[src/rtl/pdm_mic_deserializer_pkg.sv]
// Shared audio constants: system clock rate and the 10-bit duty-cycle sample scale
// common to the PDM capture path and the PWM serializer.
package pdm_mic_deserializer_pkg;
    localparam int SYSTEM_FREQ      = 25_000_000;
    localparam int AUDIO_SAMPLE_W   = 10;
    localparam int AUDIO_SAMPLE_MAX = 1023;

    typedef logic [AUDIO_SAMPLE_W-1:0] audio_sample_t;
endpackage

[src/rtl/pdm_clock_gen.sv]
// Mic clock divider: micClk toggles every CLK_HALF clk; bit_stb is a same-cycle pulse
// on the last high cycle (micClk about to fall). No backpressure; enable low parks micClk at 0.
module pdm_clock_gen #(
    parameter int CLK_HALF = 5
) (
    input  logic clk,
    input  logic reset,
    input  logic enable,
    output logic micClk,
    output logic bit_stb
);
    localparam int DIV_W = $clog2(CLK_HALF);

    logic [DIV_W-1:0] div_q, div_d;
    logic             mic_clk_q, mic_clk_d;
    logic             terminal;

    assign terminal = (div_q == DIV_W'(CLK_HALF - 1));

    always_comb begin
        div_d     = div_q + 1'b1;
        mic_clk_d = mic_clk_q;
        if (!enable) begin
            div_d     = '0;
            mic_clk_d = 1'b0;
        end else if (terminal) begin
            div_d     = '0;
            mic_clk_d = ~mic_clk_q;
        end
    end

    always_ff @(posedge clk) begin
        if (reset) begin
            div_q     <= '0;
            mic_clk_q <= 1'b0;
        end else begin
            div_q     <= div_d;
            mic_clk_q <= mic_clk_d;
        end
    end

    assign micClk  = mic_clk_q;
    // Mic data is stable at the end of the high phase, just before the falling edge.
    assign bit_stb = enable && terminal && mic_clk_q;
endmodule

[src/rtl/pdm_mic_deserializer.sv]
// PDM mic capture: counts ones over 2^WINDOW_LOG2 bits into a 0..1023 sample; valid one clk
// after the window's last strobe. Holding register with valid/ready; overwrite sets sticky overrun.
module pdm_mic_deserializer
    import pdm_mic_deserializer_pkg::*;
#(
    parameter int CLK_HALF    = 5,
    parameter int WINDOW_LOG2 = 10
) (
    input  logic                      clk,
    input  logic                      reset,
    input  logic                      enable,
    input  logic                      micData,
    output logic                      micClk,
    output logic                      micLRSel,
    output logic [AUDIO_SAMPLE_W-1:0] sample,
    output logic                      sample_valid,
    input  logic                      sample_ready,
    output logic                      overrun
);
    localparam int EXT_W = WINDOW_LOG2 + 12;
    localparam int SHL   = (WINDOW_LOG2 < AUDIO_SAMPLE_W) ? AUDIO_SAMPLE_W - WINDOW_LOG2 : 0;
    localparam int SHR   = (WINDOW_LOG2 > AUDIO_SAMPLE_W) ? WINDOW_LOG2 - AUDIO_SAMPLE_W : 0;

    logic [1:0]             sync_q;
    logic                   mic_data_s;
    logic                   bit_stb;
    logic                   last_bit;
    logic [WINDOW_LOG2-1:0] bit_cnt_q, bit_cnt_d;
    logic [WINDOW_LOG2:0]   ones_q, ones_d;
    logic [WINDOW_LOG2:0]   total;
    logic [EXT_W-1:0]       scaled;
    audio_sample_t          sample_q, sample_d;
    logic                   valid_q, valid_d;
    logic                   overrun_q, overrun_d;

    pdm_clock_gen #(.CLK_HALF(CLK_HALF)) u_clk_gen (
        .clk    (clk),
        .reset  (reset),
        .enable (enable),
        .micClk (micClk),
        .bit_stb(bit_stb)
    );

    assign mic_data_s = sync_q[1];
    assign last_bit   = bit_stb && (bit_cnt_q == '1);
    assign total      = ones_q + (WINDOW_LOG2 + 1)'(mic_data_s);
    assign scaled     = ({{11{1'b0}}, total} << SHL) >> SHR;

    always_comb begin
        bit_cnt_d = bit_cnt_q;
        ones_d    = ones_q;
        sample_d  = sample_q;
        valid_d   = valid_q;
        overrun_d = overrun_q;

        if (!enable) begin
            bit_cnt_d = '0;
            ones_d    = '0;
        end else if (bit_stb) begin
            bit_cnt_d = bit_cnt_q + 1'b1;
            ones_d    = last_bit ? '0 : total;
        end

        // A completing window wins over a consume, so valid stays high with the new value.
        if (last_bit) begin
            sample_d = (scaled > EXT_W'(AUDIO_SAMPLE_MAX)) ? AUDIO_SAMPLE_W'(AUDIO_SAMPLE_MAX)
                                                            : scaled[AUDIO_SAMPLE_W-1:0];
            valid_d  = 1'b1;
            if (valid_q && !sample_ready)
                overrun_d = 1'b1;
        end else if (valid_q && sample_ready) begin
            valid_d = 1'b0;
        end
    end

    always_ff @(posedge clk) begin
        if (reset) begin
            sync_q    <= '0;
            bit_cnt_q <= '0;
            ones_q    <= '0;
            sample_q  <= '0;
            valid_q   <= 1'b0;
            overrun_q <= 1'b0;
        end else begin
            sync_q    <= {sync_q[0], micData};
            bit_cnt_q <= bit_cnt_d;
            ones_q    <= ones_d;
            sample_q  <= sample_d;
            valid_q   <= valid_d;
            overrun_q <= overrun_d;
        end
    end

    assign micLRSel     = 1'b0;
    assign sample       = sample_q;
    assign sample_valid = valid_q;
    assign overrun      = overrun_q;
endmodule

[config.mk]
export PLATFORM = sky130hd
export DESIGN_NAME = pdm_mic_deserializer
export DESIGN_NICKNAME = d
export VERILOG_FILES = /design/src/rtl/pdm_mic_deserializer_pkg.sv /design/src/rtl/pdm_clock_gen.sv /design/src/rtl/pdm_mic_deserializer.sv
export SDC_FILE = /design/constraint.sdc
export NUM_CORES = 1
export LEC_CHECK = 0
export BUFFER_PORTS_ARGS = -buffer_cell sky130_fd_sc_hd__buf_2
export CAP_MARGIN = 30
export CORE_MARGIN = 1.5
export CORE_UTILIZATION = 40
export CTS_BUF_LIST = sky130_fd_sc_hd__clkbuf_8
export DETAILED_ROUTE_END_ITERATION = 10
export PLACE_DENSITY_LB_ADDON = 0.12
export SLEW_MARGIN = 0
export SYNTH_ARGS = -nofsm -noshare
export SYNTH_HDL_FRONTEND = slang
export SYNTH_SLANG_ARGS = --single-unit
[constraint.sdc]
create_clock -name clk -period 4.4 [get_ports clk]
set_input_delay 0 -clock clk [delete_from_list [all_inputs] [get_ports clk]]
set_output_delay 0 -clock clk [all_outputs]
set_load 0.1 [all_outputs]
==> flow_metrics.tcl, run 1 <==
set metrics [dict create \
    slowest_stage "nor4_2" \
    route.vias.total 1440 \
    gp_congestion 0.808 \
    hold_viol_final 0 \
    cts_max_path_buffers 2 \
    arrival_ns 2.35 \
    async_flop_share_pct 0 \
    min_from "sample_ready" \
    placed_cells 260 \
    yosys.cell_types.count 42 \
    finClkSkew_ns 0.00319 \
    ys_ff_latch 39 \
    cts_max_level 2 \
    synthFlopType "dfxtp_1" \
    dp_hpwl_um 2600 \
    pre_cts_ws_ns 2.23 \
    portBuffers 17 \
    reg2reg_depth 7 \
    grt_setup_unrepaired "no" \
    finalNonFillerCells 269 \
    clock-sinks 39 \
    cp_slowest_stage_delay_ns 0.74 \
    rr_endpoint "sample[6]$_SDFFE_PP0P_" \
    tritoncts "yes" \
    peakVddDrop_mv 0.149 \
    start_kind "flip-flop" \
    yosys.area_share.simple_pct 27.2 \
    vias_per_cell 5.35 \
    cp_cell_sequence "inv_1 -> ha_1 -> nand4_1 -> buf_4 -> nor4_2 -> nor2_1 -> a211oi_1" \
    ys_seq_area_share_pct 44.0 \
    p_total_w 0.000600 \
    layout_common_cells "39 x dfxtp_1, 24 x nor2_1, 17 x buf_2" \
    io_pins 19 \
    synthMuxAreaShare_pct 0.565 \
    setup_viol 0 \
    cts_resized 0 \
    yosys_warnings 0 \
    holdPathStages 4 \
    setup_slack_ns 2.25 \
    power_leakage_nw 0.705 \
    fmax_mhz 466 \
    p_per_area_mw_per_mm2 304 \
    syn_nets 212 \
    syn_to_final_growth_pct 11.2 \
    grt_overflow 0 \
    maxCapViolCount 0 \
    initial_core_util_pct 41.3 \
    grt_pass1_vias 1476 \
    synth_top_area_share_pct 44.0 \
    setup_tns_ns 0 \
    fp.dieH_um 69.6 \
    core_mm2 0.00429 \
    crit_required_ns 4.60 \
    period_share_pct 48.8 \
    crit_type "flip-flop to flip-flop" \
    root_buffer "clkbuf_8" \
    final_net_count 226 \
    diodes 0 \
    route.antenna.remaining_nets 0 \
    worstHoldPathType "primary input to flip-flop" \
    r2r_slack_ns 2.25 \
    grt.total_usage_pct 16.9 \
    status "complete, no violations" \
    dieArea_mm2 0.00484 \
    yosysTopAreaCell "dfxtp_1" \
    ys_top_cells_by_area "dfxtp_1 44%, nor2_1 5.1%, xor2_1 4.9%" \
    clock_latency_ns 0.29 \
    synth_compound_area_share_pct 13.1 \
    synth-adder-area-share_pct 3.53 \
    syn-instance-count 202 \
    wl_per_cell_um 13.5 \
    layout_commonest_cell "dfxtp_1" \
    synth_top_family_by_area "simple AND/OR/NAND/NOR gates" \
    max_slew_margin_pct 35.2 \
    postLayoutCoreUtil_pct 45.9 \
    reg2reg_from "u_clk_gen.div_q[0]$_SDFF_PP0_" \
    std_cell_rows 24 \
    worst_slew_pin_slew_ns 0.964 \
    floorplan.die.width_um 69.6 \
    cts_buffers 5 \
    cp_max_fo 20 \
    drt-total-wl_um 3640 \
    hold_end "overrun$_SDFFE_PP0P_" \
    grt_max_degree 24 \
    grt_pass1_wl_um 6600 \
    drc 0 \
    firstDrtPassIters 4 \
    drtIter0Drc 50 \
    setup.worst_path.end_class "flip-flop" \
    synth-edff-count 0 \
    drive_above_1_share_pct 14.3 \
    cts.clk_slew.worst_paths_ns 0.07 \
    drv_slew 0 \
    antenna_found_initial 0 \
    fin_crit_ns 2.15 \
    synth_area_mm2 0.00177 \
    synth-xor-area-share_pct 7.41 \
    syn_avg_cell_area_um2 8.78 \
]
final cells by class:
cell class,instances,area (um^2)
Clock buffer,5,68.8
Clock inverter,3,12.5
Fill cell,430,2320
Inverter,5,18.8
Multi-Input combinational cell,146,922
Sequential cell,39,781
Tap cell,52,65.1
Timing Repair Buffer,19,103
synth_stat cells, types with 2 or more instances:
cell,n
o22ai_1,2
nand3_1,10
and3_1,3
nor2_1,24
a211oi_1,8
nand2_1,16
xor2_1,10
buf_2,2
buf_1,2
nor2b_1,3
o21ai_0,4
o41ai_1,3
or3_1,4
ha_1,5
and4_1,4
nor4_1,4
a31oi_1,3
clkbuf_1,7
nand4_1,5
inv_1,5
a21oi_1,10
dfxtp_1,39
xnor2_1,5
nor3_1,6
registers in the layout, summed over array words and instances (netlist names):
name and count:
ones_q 11, bit_cnt_q 10, sample 10, u_clk_gen.div_q 3, sync_q 2, overrun 1
sample_valid 1, u_clk_gen.micClk 1
through the flow:
step	hold WS (ns)	instance area, um^2
6_report	0.0543	1970
5_1_grt	0.0642	1970
4_1_cts	0.0523	1970
3_3_place_gp	0.210	1880
3_5_place_dp	0.222	1880
2_1_floorplan	0.0716	1770
where the power goes:
part	internal [W]	switching (W)
registers	0.000354	0.000000820
clock network	0.000107	0.000119
logic	0.00000442	0.0000139
repair_timing:
item,4_1_cts,5_1_grt
hold buffers,1,0
buffers inserted,0,0
endpoints found under the hold margin,1,0
worst max path at each step:
stage	end	from	cells after the start	slack, ns
after floorplan	bit_cnt_q[9]$_SDFFE_PP0P_	u_clk_gen.micClk$_SDFFE_PP0N_	5	2.07
after global placement	sample[5]$_SDFFE_PP0P_	u_clk_gen.div_q[0]$_SDFF_PP0_	7	2.44
after detailed placement	sample[6]$_SDFFE_PP0P_	u_clk_gen.div_q[0]$_SDFF_PP0_	7	2.23
after CTS	sample[6]$_SDFFE_PP0P_	u_clk_gen.div_q[0]$_SDFF_PP0_	7	2.19
after global routing	sample[4]$_SDFFE_PP0P_	u_clk_gen.div_q[0]$_SDFF_PP0_	7	2.00
final	sample[6]$_SDFFE_PP0P_	u_clk_gen.div_q[0]$_SDFF_PP0_	7	2.25
critical path, delay by kind of cell (launching register included):
kind | cells | cell delay (ns)
AO/OA/AOI/OAI | 1 | 0.24
adder cells (fa/ha/maj) | 1 | 0.23
buffers and inverters | 2 | 0.30
flip-flops | 1 | 0.33
AND/OR/NAND/NOR | 3 | 0.95
logic make-up after synthesis:
logic type	Yosys count
xor+xnor	15
simple gates	89
compound gates	35
flops	39
mux	1
other cells	1
buf+inv	17
fa+ha+maj	5
layer usage:
metal  GRT usage [%]  share of wire [%]
met5               0                  0
met4            6.32                1.6
met3            5.38                4.4
met2            29.9                 48
met1            19.0                 46
Note: power is estimated with default switching activity, not from simulation.
==> inputs of run 2 (changes only) <==
--- a/config.mk
+++ b/config.mk
@@ -5,6 +5,7 @@
 export SDC_FILE = /design/constraint.sdc
 export NUM_CORES = 1
 export LEC_CHECK = 0
+export ABC_AREA = 1
 export BUFFER_PORTS_ARGS = -buffer_cell sky130_fd_sc_hd__buf_2
 export CAP_MARGIN = 30
 export CORE_MARGIN = 1.5
==> constraint.sdc (replaced) <==
create_clock -name clk -period 2.2 [get_ports clk]
set_input_delay 0 -clock clk [delete_from_list [all_inputs] [get_ports clk]]
set_output_delay 0 -clock clk [all_outputs]
set_load 0.1 [all_outputs]
==> run 2 against run 1 <==
Final cell count is 44% higher; via count is 22% higher; hold slack better by 0.020 ns; total power is 130% higher; setup slack worse by 1.7 ns; combinational power is 110% higher; non-clock buffer count is 3 higher; clock power grew to 2.7 times the previous value; final area is 14% higher; sequential power is 100% higher.
==> flow_metrics.tcl, run 2 <==
set metrics [dict create \
    grt_setup_unrepaired "no" \
    netSwitchingFraction_pct 22.3 \
    yosys.area_share.simple_pct 36.7 \
    async_flop_share_pct 0 \
    power_frac_comb_pct 2.9 \
    layout_common_cells "86 x nand2_1, 48 x nor2_1, 42 x inv_1" \
    ys_top_cells_by_area "dfxtp_1 39%, nand2_1 16%, nor2_1 9.1%" \
    clock_latency_ns 0.30 \
    peakVddDrop_mv 0.288 \
    p_per_area_mw_per_mm2 606 \
    gp_congestion 0.776 \
    regMostFlops "ones_q" \
    synthMuxAreaShare_pct 0 \
    synth_area_mm2 0.00198 \
    status "complete, no violations" \
    drive_above_1_share_pct 11.6 \
    yosys.cell_types.count 26 \
    synth_top_area_share_pct 39.4 \
    cp_slowest_stage_delay_ns 0.33 \
    cts_max_level 2 \
    arrival_ns 1.81 \
    drc 0 \
    grt_pass1_wl_um 6680 \
    antenna_found_initial 0 \
    portBuffers 17 \
    cp_max_fo 10 \
    synth_top_family_by_area "simple AND/OR/NAND/NOR gates" \
    intPower_w 0.00106 \
    syn_nets 308 \
    crit_type "flip-flop to flip-flop" \
    slowest_stage "dfxtp_1" \
    holdWs_ns 0.0747 \
    initial_core_util_pct 41.7 \
    fmax_mhz 622 \
    fin_crit_ns 1.61 \
    ys_seq_area_share_pct 39.4 \
    synth-adder-area-share_pct 3.16 \
    grt_pass1_vias 1481 \
    root_buffer "clkbuf_8" \
    seq_power_share_pct 52.2 \
    start_kind "flip-flop" \
    core_mm2 0.00475 \
    fp.dieH_um 73.4 \
    drtIter0Drc 101 \
    maxCapViolCount 0 \
    diodes 0 \
    crit_path_frequent_cell "nor2_1" \
    tritoncts "yes" \
    synth_compound_area_share_pct 6.44 \
    synthFlopType "dfxtp_1" \
    clock-sinks 39 \
    wl_met3_um 148 \
    cts.clk_slew.worst_paths_ns 0.08 \
    dieArea_mm2 0.00538 \
    synth-xor-area-share_pct 2.21 \
    post_cts_buffers 0 \
    setup.worst_path.end_class "flip-flop" \
    setup_viol 0 \
    route.vias.total 1756 \
    grt_overflow 0 \
    layout_commonest_cell "nand2_1" \
    switchingPower_w 0.000303 \
    power_leakage_nw 0.981 \
    pwr-share-clk_pct 45.0 \
    setup_tns_ns 0 \
    hold_viol_final 0 \
    dp_hpwl_um 2720 \
    wl_per_cell_um 9.98 \
    place_area_mm2 0.00210 \
    synth_common_cells "86 x nand2_1, 48 x nor2_1, 42 x inv_1" \
    syn_to_final_growth_pct 13.5 \
    highest-signal-layer "met4" \
    grt_max_degree 23 \
    period_share_pct 73.0 \
    worst_slew_pin_slew_ns 0.530 \
    firstDrtPassIters 4 \
    cp_cell_sequence "ha_1 -> ha_1 -> nand2_1 -> nor2_1 -> nand3_1 -> nand2_2 -> nand2_1 -> nor2_1 -> nor2_1" \
    yosys_warnings 0 \
    route.antenna.remaining_nets 0 \
    postLayoutCellArea_mm2 0.00225 \
    cts_max_path_buffers 2 \
    vias_per_cell 4.54 \
    drt-met1-wl_um 1850 \
    crit_required_ns 2.40 \
    wl_met2_um 1810 \
    synth-edff-count 0 \
    syn_avg_cell_area_um2 6.65 \
    max_slew_margin_pct 64.4 \
    final_net_count 329 \
    cts_buffers 5 \
    grt.total_usage_pct 16.0 \
    drt-total-wl_um 3860 \
    yosysTopAreaCell "dfxtp_1" \
    drv_slew 0 \
    std_cell_rows 25 \
    ys_ff_latch 39 \
    finClkSkew_ns 0.00335 \
    floorplan.die.width_um 73.4 \
    postLayoutCoreUtil_pct 47.3 \
    syn-instance-count 298 \
    largest_register_ffs 11 \
    worstHoldPathType "primary input to flip-flop" \
    yosysMostFrequentCell "nand2_1" \
    io_pins 19 \
]
==> run 2: cell count changes in the layout (fill, tap and decap cells not counted), moves of 5 or more <==
cell | previous run | this run
a211oi_1 | 8 | 0
a21oi_1 | 10 | 20
inv_1 | 7 | 42
nand2_1 | 16 | 86
nand3_1 | 10 | 15
nor2_1 | 24 | 48
xor2_1 | 10 | 3
==> run 2: logic make-up after synthesis <==
group | count (synthesis)
AND/OR/NAND/NOR | 170
buffers and inverters | 53
flip-flops | 39
AO/OA/AOI/OAI | 25
XOR/XNOR | 5
adder cells (fa/ha/maj) | 5
other | 1
==> run 2: power groups by stage <==
| stage | sequential [W] | combinational, W | clock [W] |
|---|---|---|---|
| 6_report | 0.000710 | 0.0000390 | 0.000612 |
| 2_1_floorplan | 0.000727 | 0.0000251 | 0 |
| 3_5_place_dp | 0.000727 | 0.0000343 | 0 |
| 4_1_cts | 0.000710 | 0.0000397 | 0.000628 |
| 5_1_grt | 0.000711 | 0.0000437 | 0.000659 |
| 3_3_place_gp | 0.000727 | 0.0000339 | 0 |
==> run 2: area by class of cell <==
class / count / area (um^2)
fill: 514 / 2510
multi-input combinational: 206 / 965
timing repair buffer: 22 / 133
clock inverter: 3 / 43.8
clock buffer: 5 / 68.8
sequential: 39 / 781
tap: 67 / 83.8
inverter: 45 / 174
==> run 2: path summary, 6_finish.rpt <==
check | cells after the start | startpoint | slack, ns | end
worst min register to register | 2 | sync_q[0]$_SDFF_PP0_ | 0.41 | sync_q[1]$_SDFF_PP0_
worst max register to register | 9 | ones_q[0]$_SDFFE_PP0P_ | 0.59 | sample[5]$_SDFFE_PP0P_
worst max-delay path | 9 | ones_q[0]$_SDFFE_PP0P_ | 0.59 | sample[5]$_SDFFE_PP0P_
worst min-delay path | 5 | enable | 0.07 | bit_cnt_q[8]$_SDFFE_PP0P_
==> run 2: per-layer routing <==
metal / vias to the layer above / global-route usage [%]
met3: 7 / 5.35
met2: 28 / 26.7
li1: 952 / -
met1: 769 / 19.6
met5: - / 0
met4: 0 / 4.94
==> run 2: stage by stage <==
step	instances	power [W]	worst slack, ns
2_1_floorplan	298	0.000752	0.226
5_1_grt	387	0.00141	0.324
3_5_place_dp	375	0.000761	0.584
3_3_place_gp	375	0.000761	0.557
4_1_cts	387	0.00138	0.577
6_report	387	0.00136	0.593
==> run 2: what timing repair did <==
item                      4_1_cts  5_1_grt
hold endpoints to repair        4        0
resized for setup               0        0
hold buffers                    4        0
==> run 2: critical path, delay by kind of cell (launching register included) <==
family	cells	cell delay, ns
adder cells (fa/ha/maj)	2	0.32
AND/OR/NAND/NOR	7	0.86
flip-flops	1	0.33
